--- src/rtl/uart_tx_arbiter.sv ---
// Locks one requester onto a shared uart_tx write port until end-of-message, burst limit or stall timeout.
// Arbitration takes 1 cycle in IDLE; while LOCKED the owner's req/data/gnt pass straight through.
module uart_tx_arbiter #(
    parameter int         N_REQ        = 4,
    parameter int         BYTE_WIDTH   = 1,
    parameter logic [7:0] EOM_CHAR     = 8'h0A,
    parameter int         IDLE_TIMEOUT = 1024,
    parameter int         MAX_BURST    = 256,
    localparam int        OW           = $clog2(N_REQ),
    localparam int        DW           = BYTE_WIDTH * 8
) (
    input  logic                clk,
    input  logic                rst,
    input  logic [N_REQ-1:0]    req,
    output logic [N_REQ-1:0]    gnt,
    input  logic [N_REQ*DW-1:0] data,
    output logic                o_wreq,
    input  logic                i_wgnt,
    output logic [DW-1:0]       o_wdata,
    output logic                o_busy,
    output logic [OW-1:0]       o_owner
);

    typedef enum logic {S_IDLE, S_LOCKED} state_t;

    state_t        r_state, w_state_nxt;
    logic [OW-1:0] r_owner, w_owner_nxt;
    logic [OW-1:0] r_last_owner, w_last_nxt;
    logic [31:0]   r_burst_cnt, w_burst_nxt;
    logic [31:0]   r_idle_cnt, w_idle_nxt;

    logic [OW-1:0] w_pick, w_idx;
    logic          w_any;
    logic [DW-1:0] w_owner_dat;
    logic          w_xfer;
    logic          w_release;
    logic [32:0]   w_burst_inc;

    assign w_owner_dat = data[r_owner*DW +: DW];
    assign w_burst_inc = {1'b0, r_burst_cnt} + 33'd1;

    // Round-robin search starting just after the previous owner, so it ranks last.
    always_comb begin
        w_pick = '0;
        w_any  = 1'b0;
        w_idx  = '0;
        for (int i = 1; i <= N_REQ; i++) begin
            w_idx = OW'((int'(r_last_owner) + i) % N_REQ);
            if (!w_any && req[w_idx]) begin
                w_any  = 1'b1;
                w_pick = w_idx;
            end
        end
    end

    always_comb begin
        w_state_nxt = r_state;
        w_owner_nxt = r_owner;
        w_last_nxt  = r_last_owner;
        w_burst_nxt = r_burst_cnt;
        w_idle_nxt  = r_idle_cnt;
        gnt         = '0;
        o_wreq      = 1'b0;
        o_wdata     = '0;
        w_xfer      = 1'b0;
        w_release   = 1'b0;
        case (r_state)
            S_IDLE: begin
                if (w_any) begin
                    w_state_nxt = S_LOCKED;
                    w_owner_nxt = w_pick;
                    w_burst_nxt = '0;
                    w_idle_nxt  = '0;
                end
            end
            S_LOCKED: begin
                o_wreq       = req[r_owner];
                o_wdata      = w_owner_dat;
                gnt[r_owner] = i_wgnt;
                w_xfer       = o_wreq && i_wgnt;
                if (w_xfer) begin
                    w_burst_nxt = w_burst_inc[32] ? r_burst_cnt : w_burst_inc[31:0];
                    w_idle_nxt  = '0;
                    if (w_owner_dat[7:0] == EOM_CHAR)
                        w_release = 1'b1;
                    if (MAX_BURST > 0 && w_burst_inc == 33'(MAX_BURST))
                        w_release = 1'b1;
                end else begin
                    w_idle_nxt = (r_idle_cnt == '1) ? r_idle_cnt : r_idle_cnt + 32'd1;
                    if (r_idle_cnt == 32'(IDLE_TIMEOUT - 1))
                        w_release = 1'b1;
                end
                if (w_release) begin
                    w_state_nxt = S_IDLE;
                    w_last_nxt  = r_owner;
                end
            end
            default: w_state_nxt = S_IDLE;
        endcase
        // Nothing may leak to uart_tx while reset is held, even mid-lock.
        if (rst) begin
            gnt     = '0;
            o_wreq  = 1'b0;
            o_wdata = '0;
        end
    end

    always_ff @(posedge clk) begin
        if (rst) begin
            r_state      <= S_IDLE;
            r_owner      <= '0;
            r_last_owner <= OW'(N_REQ - 1);
            r_burst_cnt  <= '0;
            r_idle_cnt   <= '0;
        end else begin
            r_state      <= w_state_nxt;
            r_owner      <= w_owner_nxt;
            r_last_owner <= w_last_nxt;
            r_burst_cnt  <= w_burst_nxt;
            r_idle_cnt   <= w_idle_nxt;
        end
    end

    assign o_busy  = !rst && (r_state == S_LOCKED);
    assign o_owner = rst ? '0 : r_owner;

endmodule

--- config.mk ---
export PLATFORM = sky130hd
export DESIGN_NAME = uart_tx_arbiter
export DESIGN_NICKNAME = d
export VERILOG_FILES = /design/src/rtl/uart_tx_arbiter.sv
export SDC_FILE = /design/constraint.sdc
export NUM_CORES = 1
export LEC_CHECK = 0
export ABC_AREA = 1
export BUFFER_PORTS_ARGS = -buffer_cell sky130_fd_sc_hd__buf_2
export CAP_MARGIN = 15
export CORE_MARGIN = 2
export CORE_UTILIZATION = 36
export DETAILED_ROUTE_END_ITERATION = 10
export HOLD_SLACK_MARGIN = 0.05
export PLACE_DENSITY_LB_ADDON = 0.12
export SYNTH_ARGS = -nofsm -noshare
export SYNTH_HDL_FRONTEND = slang
export SYNTH_SLANG_ARGS = --single-unit
--- constraint.sdc ---
create_clock -name clk -period 1.7 [get_ports clk]
set_input_delay 0.085 -clock clk [delete_from_list [all_inputs] [get_ports clk]]
set_output_delay 0.085 -clock clk [all_outputs]
set_load 0.05 [all_outputs]
# After elaboration in Yosys (flattened, before gate mapping)
# Cells that the tools add are included.
dict set report op_classes {
  addsub 6
  n_lt_le_gt_ge 6
  eq_ne 8
  n_shift 1
  muxes 42
  n_bitwise 2
  reduce_logical 14
}
# op count
set ops {}
lappend ops {{$mux W32} 5}
lappend ops {{$pmux W32 S2} 2}
lappend ops {{$add A32 B1 Y33 const B} 1}
lappend ops {{$eq A33 B9 Y1 const B} 1}
lappend ops {{$add A32 B1 Y32 const B} 1}
lappend ops {{$eq A32 B10 Y1 const B} 1}
lappend ops {{$eq A32 B32 Y1 const B} 1}
lappend ops {{$shiftx A32 B6 Y8} 1}
lappend ops {{$mux W1} 19}
lappend ops {{$mux W8} 2}
lappend ops {{$lt A2 B3 Y1 const B} 5}
lappend ops {{$bmux W1 S2} 5}
lappend ops {{$mux W2} 5}
lappend ops {{$eq A8 B4 Y1 const B} 1}
lappend ops {{$mux W4} 2}
lappend ops {{$logic_and A1 B1 Y1} 6}
lappend ops {{$reduce_and A2 Y1} 3}
lappend ops {{$add A2 B1 Y2 const B} 2}
lappend ops {{$add A2 B2 Y2 const B} 2}
lappend ops {{$and A4 B4 Y4} 1}
lappend ops {{$logic_not A1 Y1} 4}
lappend ops {{$ne A2 B2 Y1 const B} 2}
lappend ops {{$ne A3 B3 Y1 const B} 1}
lappend ops {{$reduce_and A3 Y1} 1}
lappend ops {{5 further kinds} 5}
dict set report totals {
  reg_bits 69
  input_bits 39
  output_inout_bits 16
  elab_cells 84
}

# Depth between registers and ports, before layout
dict set report logic_depth {
  word_depth 15
  ltp_mapped 16
  mapped_depth_nobuf 16
}

# Worst setup path after synthesis
# OpenSTA, ideal clock, no wires.
dict set report synth_timing {
  path_kind {register to output}
  from {register r_state}
  to {output port o_wdata[3]}
  t_arrival_ns 2.508
  slack_ns -0.893
  stages_incl_launch_ff 5
  n_path_buf 0
  cell_sequence {dfxtp_1 > inv_1 > nor2_1 > clkinv_1 > a31oi_1}
}
dict set report synth_via {
  elab_chain_cells 2
}
# element line
set synth_lines {}
lappend synth_lines {{start: declaration} 26} ;# state_t r_state, w_state_nxt;
lappend synth_lines {{start signal: assignment} 116} ;# r_state <= w_state_nxt;
lappend synth_lines {{$mux W8} 67} ;# case (r_state)
lappend synth_lines {{$mux W8} 101} ;# if (rst) begin
lappend synth_lines {{end: declaration} 19} ;# output logic [DW-1:0] o_wdata,
# No other way between the ends.

# Final worst setup path
dict set report layout_timing {
  from {register r_burst_cnt[0]}
  to {register r_last_owner[1]}
}
dict set report layout_via {
  elab_chain_cells 6
}
# element line
set layout_lines {}
lappend layout_lines {{start: declaration} 29} ;# logic [31:0] r_burst_cnt, w_burst_nxt;
lappend layout_lines {{start signal: assignment} 119} ;# r_burst_cnt <= w_burst_nxt;
lappend layout_lines {{$add A32 B1 Y33} 40} ;# assign w_burst_inc = {1'b0, r_burst_cnt} + 33'd1;
lappend layout_lines {{$eq A33 B9 Y1} 86} ;# if (MAX_BURST > 0 && w_burst_inc == 33'(MAX_BURST))
lappend layout_lines {{$mux W1} 86}
lappend layout_lines {{$mux W1} 81} ;# if (w_xfer) begin
lappend layout_lines {{$mux W1} 67}
lappend layout_lines {{$reduce_and A2 Y1 (no line)} n/a}
lappend layout_lines {{end signal: assignment} 112} ;# r_last_owner <= OW'(N_REQ - 1);
lappend layout_lines {{end signal: assignment} 118} ;# r_last_owner <= w_last_nxt;
lappend layout_lines {{end: declaration} 28} ;# logic [OW-1:0] r_last_owner, w_last_nxt;
# No other way between the ends. The select of a mux whose other input is x is not followed.
# A chain may end at the register's enable or synchronous reset.

==> flow_metrics.env <==
export IMPL_synth_warnings=0
export IMPL_fin_tns_setup_ns=-12.72
export IMPL_synth_ff_type="dfxtp_1"
export IMPL_routed_wl_um=19700
export IMPL_detailroute_via_count=6711
export IMPL_place_ws_ns=-0.374
export IMPL_area_delta_synth_final_pct=83.1
export IMPL_ys_seq_area_share_pct=27.0
export IMPL_cts_hold_buf=0
export IMPL_fmax_ghz=0.482
export IMPL_dr_pass1_iters=5
export IMPL_drive_gt1_share_pct=54.1
export IMPL_wl_per_cell_um=14.7
export IMPL_outcome="finished with violations"
export IMPL_h_tree_depth=3
export IMPL_fp_dieH_um=123
export IMPL_worstSkewPairLatency_ns=0.35
export IMPL_cp_required_ns=1.91
export IMPL_grt_max_degree=34
export IMPL_antenna_found_initial=0
export IMPL_root_buffer="clkbuf_16"
export IMPL_syn_avg_cell_area_um2=5.97
export IMPL_port_buffers=54
export IMPL_hold_class="in -> reg"
export IMPL_antenna_left=0
export IMPL_start_util_pct=36.8
export IMPL_maxCapViolations=0
export IMPL_layout_common_cells="nand2_1 (222), buf_4 (220), nor2_1 (69)"
export IMPL_first_iter_violations=476
export IMPL_rsz0062_at_grt="yes"
export IMPL_fin_crit_ns=2.07
export IMPL_diodes=0
export IMPL_setup_slack_ns=-0.374
export IMPL_yosys_cell_types_count=41
export IMPL_p_per_area_nw_per_um2=606
export IMPL_period_share_pct=122
export IMPL_fin_nets=1198
export IMPL_synth_seq_cells=69
export IMPL_finalHoldViolCount=0
export IMPL_netlist_area_um2=5110
export IMPL_violations="setup timing"
export IMPL_drv_slew=0
export IMPL_leakage_nw=4.44
export IMPL_crit_arrival_ns=2.29
export IMPL_cts_buffers=9
export IMPL_crit_type="reg -> reg"
export IMPL_fin_skew_ns=0.00766
export IMPL_worst_slew_margin_rel_pct=59.9
export IMPL_fin_util_pct=67.4
export IMPL_layout_commonest_cell="nand2_1"
export IMPL_clock_sinks=69
export IMPL_grt_ovfl_total=0
export IMPL_syn_nets=899
export IMPL_io_pins=55
export IMPL_core_um2=13900
export IMPL_dp_hpwl_um=12600
export IMPL_grt_pass1_wl_um=30400
export IMPL_setup_viol=71
export IMPL_ir_drop_v=0.000591
export IMPL_gp_congestion=0.886
export IMPL_cts_tree="done"
export IMPL_async_flop_share_pct=0
export IMPL_row_count=43
export IMPL_start_kind="register"
export IMPL_grt_pass1_vias=6542
export IMPL_via_per_inst=5.00
export IMPL_worstMarginPinSlew_ns=0.602
export IMPL_fillers=1166
export IMPL_die_x_um=123
export IMPL_synth_edf_count=0
export IMPL_clk_pin_slew_ns=0.06
export IMPL_cp_max_fo=7
export IMPL_synth_cells=857
export IMPL_drc=0
export IMPL_end_kind="register"
export IMPL_grt_usage_pct=25.7
export IMPL_fp_dieArea_um2=15200
export IMPL_clockBufferDepth=2
synth_stat cells, types with 3 or more instances:
master,count,area share [%]
or2_2,4,0.49
xor2_1,13,2.2
nand4_1,16,2.0
o21ai_0,8,0.78
inv_2,9,0.66
xnor2_1,5,0.86
inv_1,74,5.4
nor2_2,8,0.98
nor2_1,104,7.6
ha_1,3,0.73
nor4_1,9,1.1
a21oi_1,66,6.5
a31oi_1,3,0.37
buf_6,7,1.5
nand2_1,300,22
clkbuf_1,6,0.44
buf_2,5,0.49
nor3_1,22,2.2
nand2_2,12,1.5
dfxtp_1,69,27
o21ai_1,14,1.4
nand3_1,47,4.6
a22oi_1,10,1.5
nand3b_1,14,2.1
nor2_4,7,1.5
worst max-delay path, cell delays in order, from the launching register on:
cell      delay, ns
dfxtp_4        0.37
ha_4           0.15
nand2_4        0.06
nor2_8         0.20
nand3_4        0.12
buf_4          0.15
buf_4          0.11
o21bai_1       0.15
nand2_1        0.11
nand3_2        0.10
nor2_2         0.05
nand3_2        0.09
nand2_2        0.10
nand3_1        0.09
nand3_1        0.08
per-stage QoR:
step / area (µm²) / power, mW / instances / hold slack [ns]
global route: 9360 / 5.89 / 1341 / 0.177
global placement: 7240 / 2.98 / 1281 / 0.469
finish: 9360 / 5.67 / 1341 / 0.152
CTS: 8820 / 5.69 / 1345 / 0.139
detailed placement: 7240 / 2.98 / 1281 / 0.476
floorplan: 5240 / 2.48 / 857 / 0.235
report_power, final:
part / switching (mW) / total, mW / internal [mW]
Sequential: 0.0436 / 1.69 / 1.64
Combinational: 1.09 / 1.98 / 0.882
Clock: 0.790 / 2.01 / 1.22
Total: 1.93 / 5.67 / 3.74
kinds of logic (layout without fill, tap and decap cells):
| kind of cell | after synthesis | count (layout) | share of synthesized area [%] |
|---|---|---|---|
| xor+xnor | 18 | 18 | 3.08 |
| compound gates | 108 | 108 | 11.7 |
| fa+ha+maj | 3 | 3 | 0.734 |
| buf+inv | 106 | 410 | 9.13 |
| flops | 69 | 69 | 27.0 |
| simple gates | 553 | 553 | 48.3 |
worst paths after layout:
kind | startpoint | endpoint | slack [ns] | depth (start not counted)
worst min-delay path | rst | r_owner[0]$_SDFFE_PP0P_ | 0.15 | 4
worst min register to register | r_burst_cnt[31]$_SDFFE_PP0P_ | r_burst_cnt[31]$_SDFFE_PP0P_ | 0.49 | 2
worst max-delay path | r_burst_cnt[0]$_SDFFE_PP0P_ | r_last_owner[1]$_SDFFE_PP1P_ | -0.37 | 14
worst max register to register | r_burst_cnt[0]$_SDFFE_PP0P_ | r_last_owner[1]$_SDFFE_PP1P_ | -0.37 | 14
layout make-up:
class / instances / area [µm²] / share of cell area [%]
Timing Repair inverter: 1 / 6.26 / 0.0668
Clock inverter: 5 / 58.8 / 0.628
Inverter: 86 / 374 / 4.00
Tap cell: 180 / 225 / 2.41
Timing Repair Buffer: 307 / 2560 / 27.3
Multi-Input combinational cell: 682 / 4450 / 47.6
Sequential cell: 69 / 1430 / 15.3
Clock buffer: 11 / 253 / 2.70
state kept, by name, indices dropped and copies added (netlist names):
| register | cells |
|---|---|
| r_idle_cnt | 32 |
| r_owner | 2 |
| r_burst_cnt | 32 |
| r_state | 1 |
| r_last_owner | 2 |
what timing repair did:
item                       in CTS  in global routing
resized for setup             207                181
gates cloned                   13                  1
setup endpoints to repair      78                 78
buffers inserted               39                 10
pin swaps                      52                 69
layer usage:
layer / share of wire, % / track usage (%) / up-vias
li1: - / - / 3383
met1: 42 / 30.1 / 3118
met2: 51 / 46.4 / 173
met3: 4.7 / 5.63 / 37
met4: 2.3 / 8.24 / 0
met5: 0 / 0 / -
(Power assumes the default switching activity.)
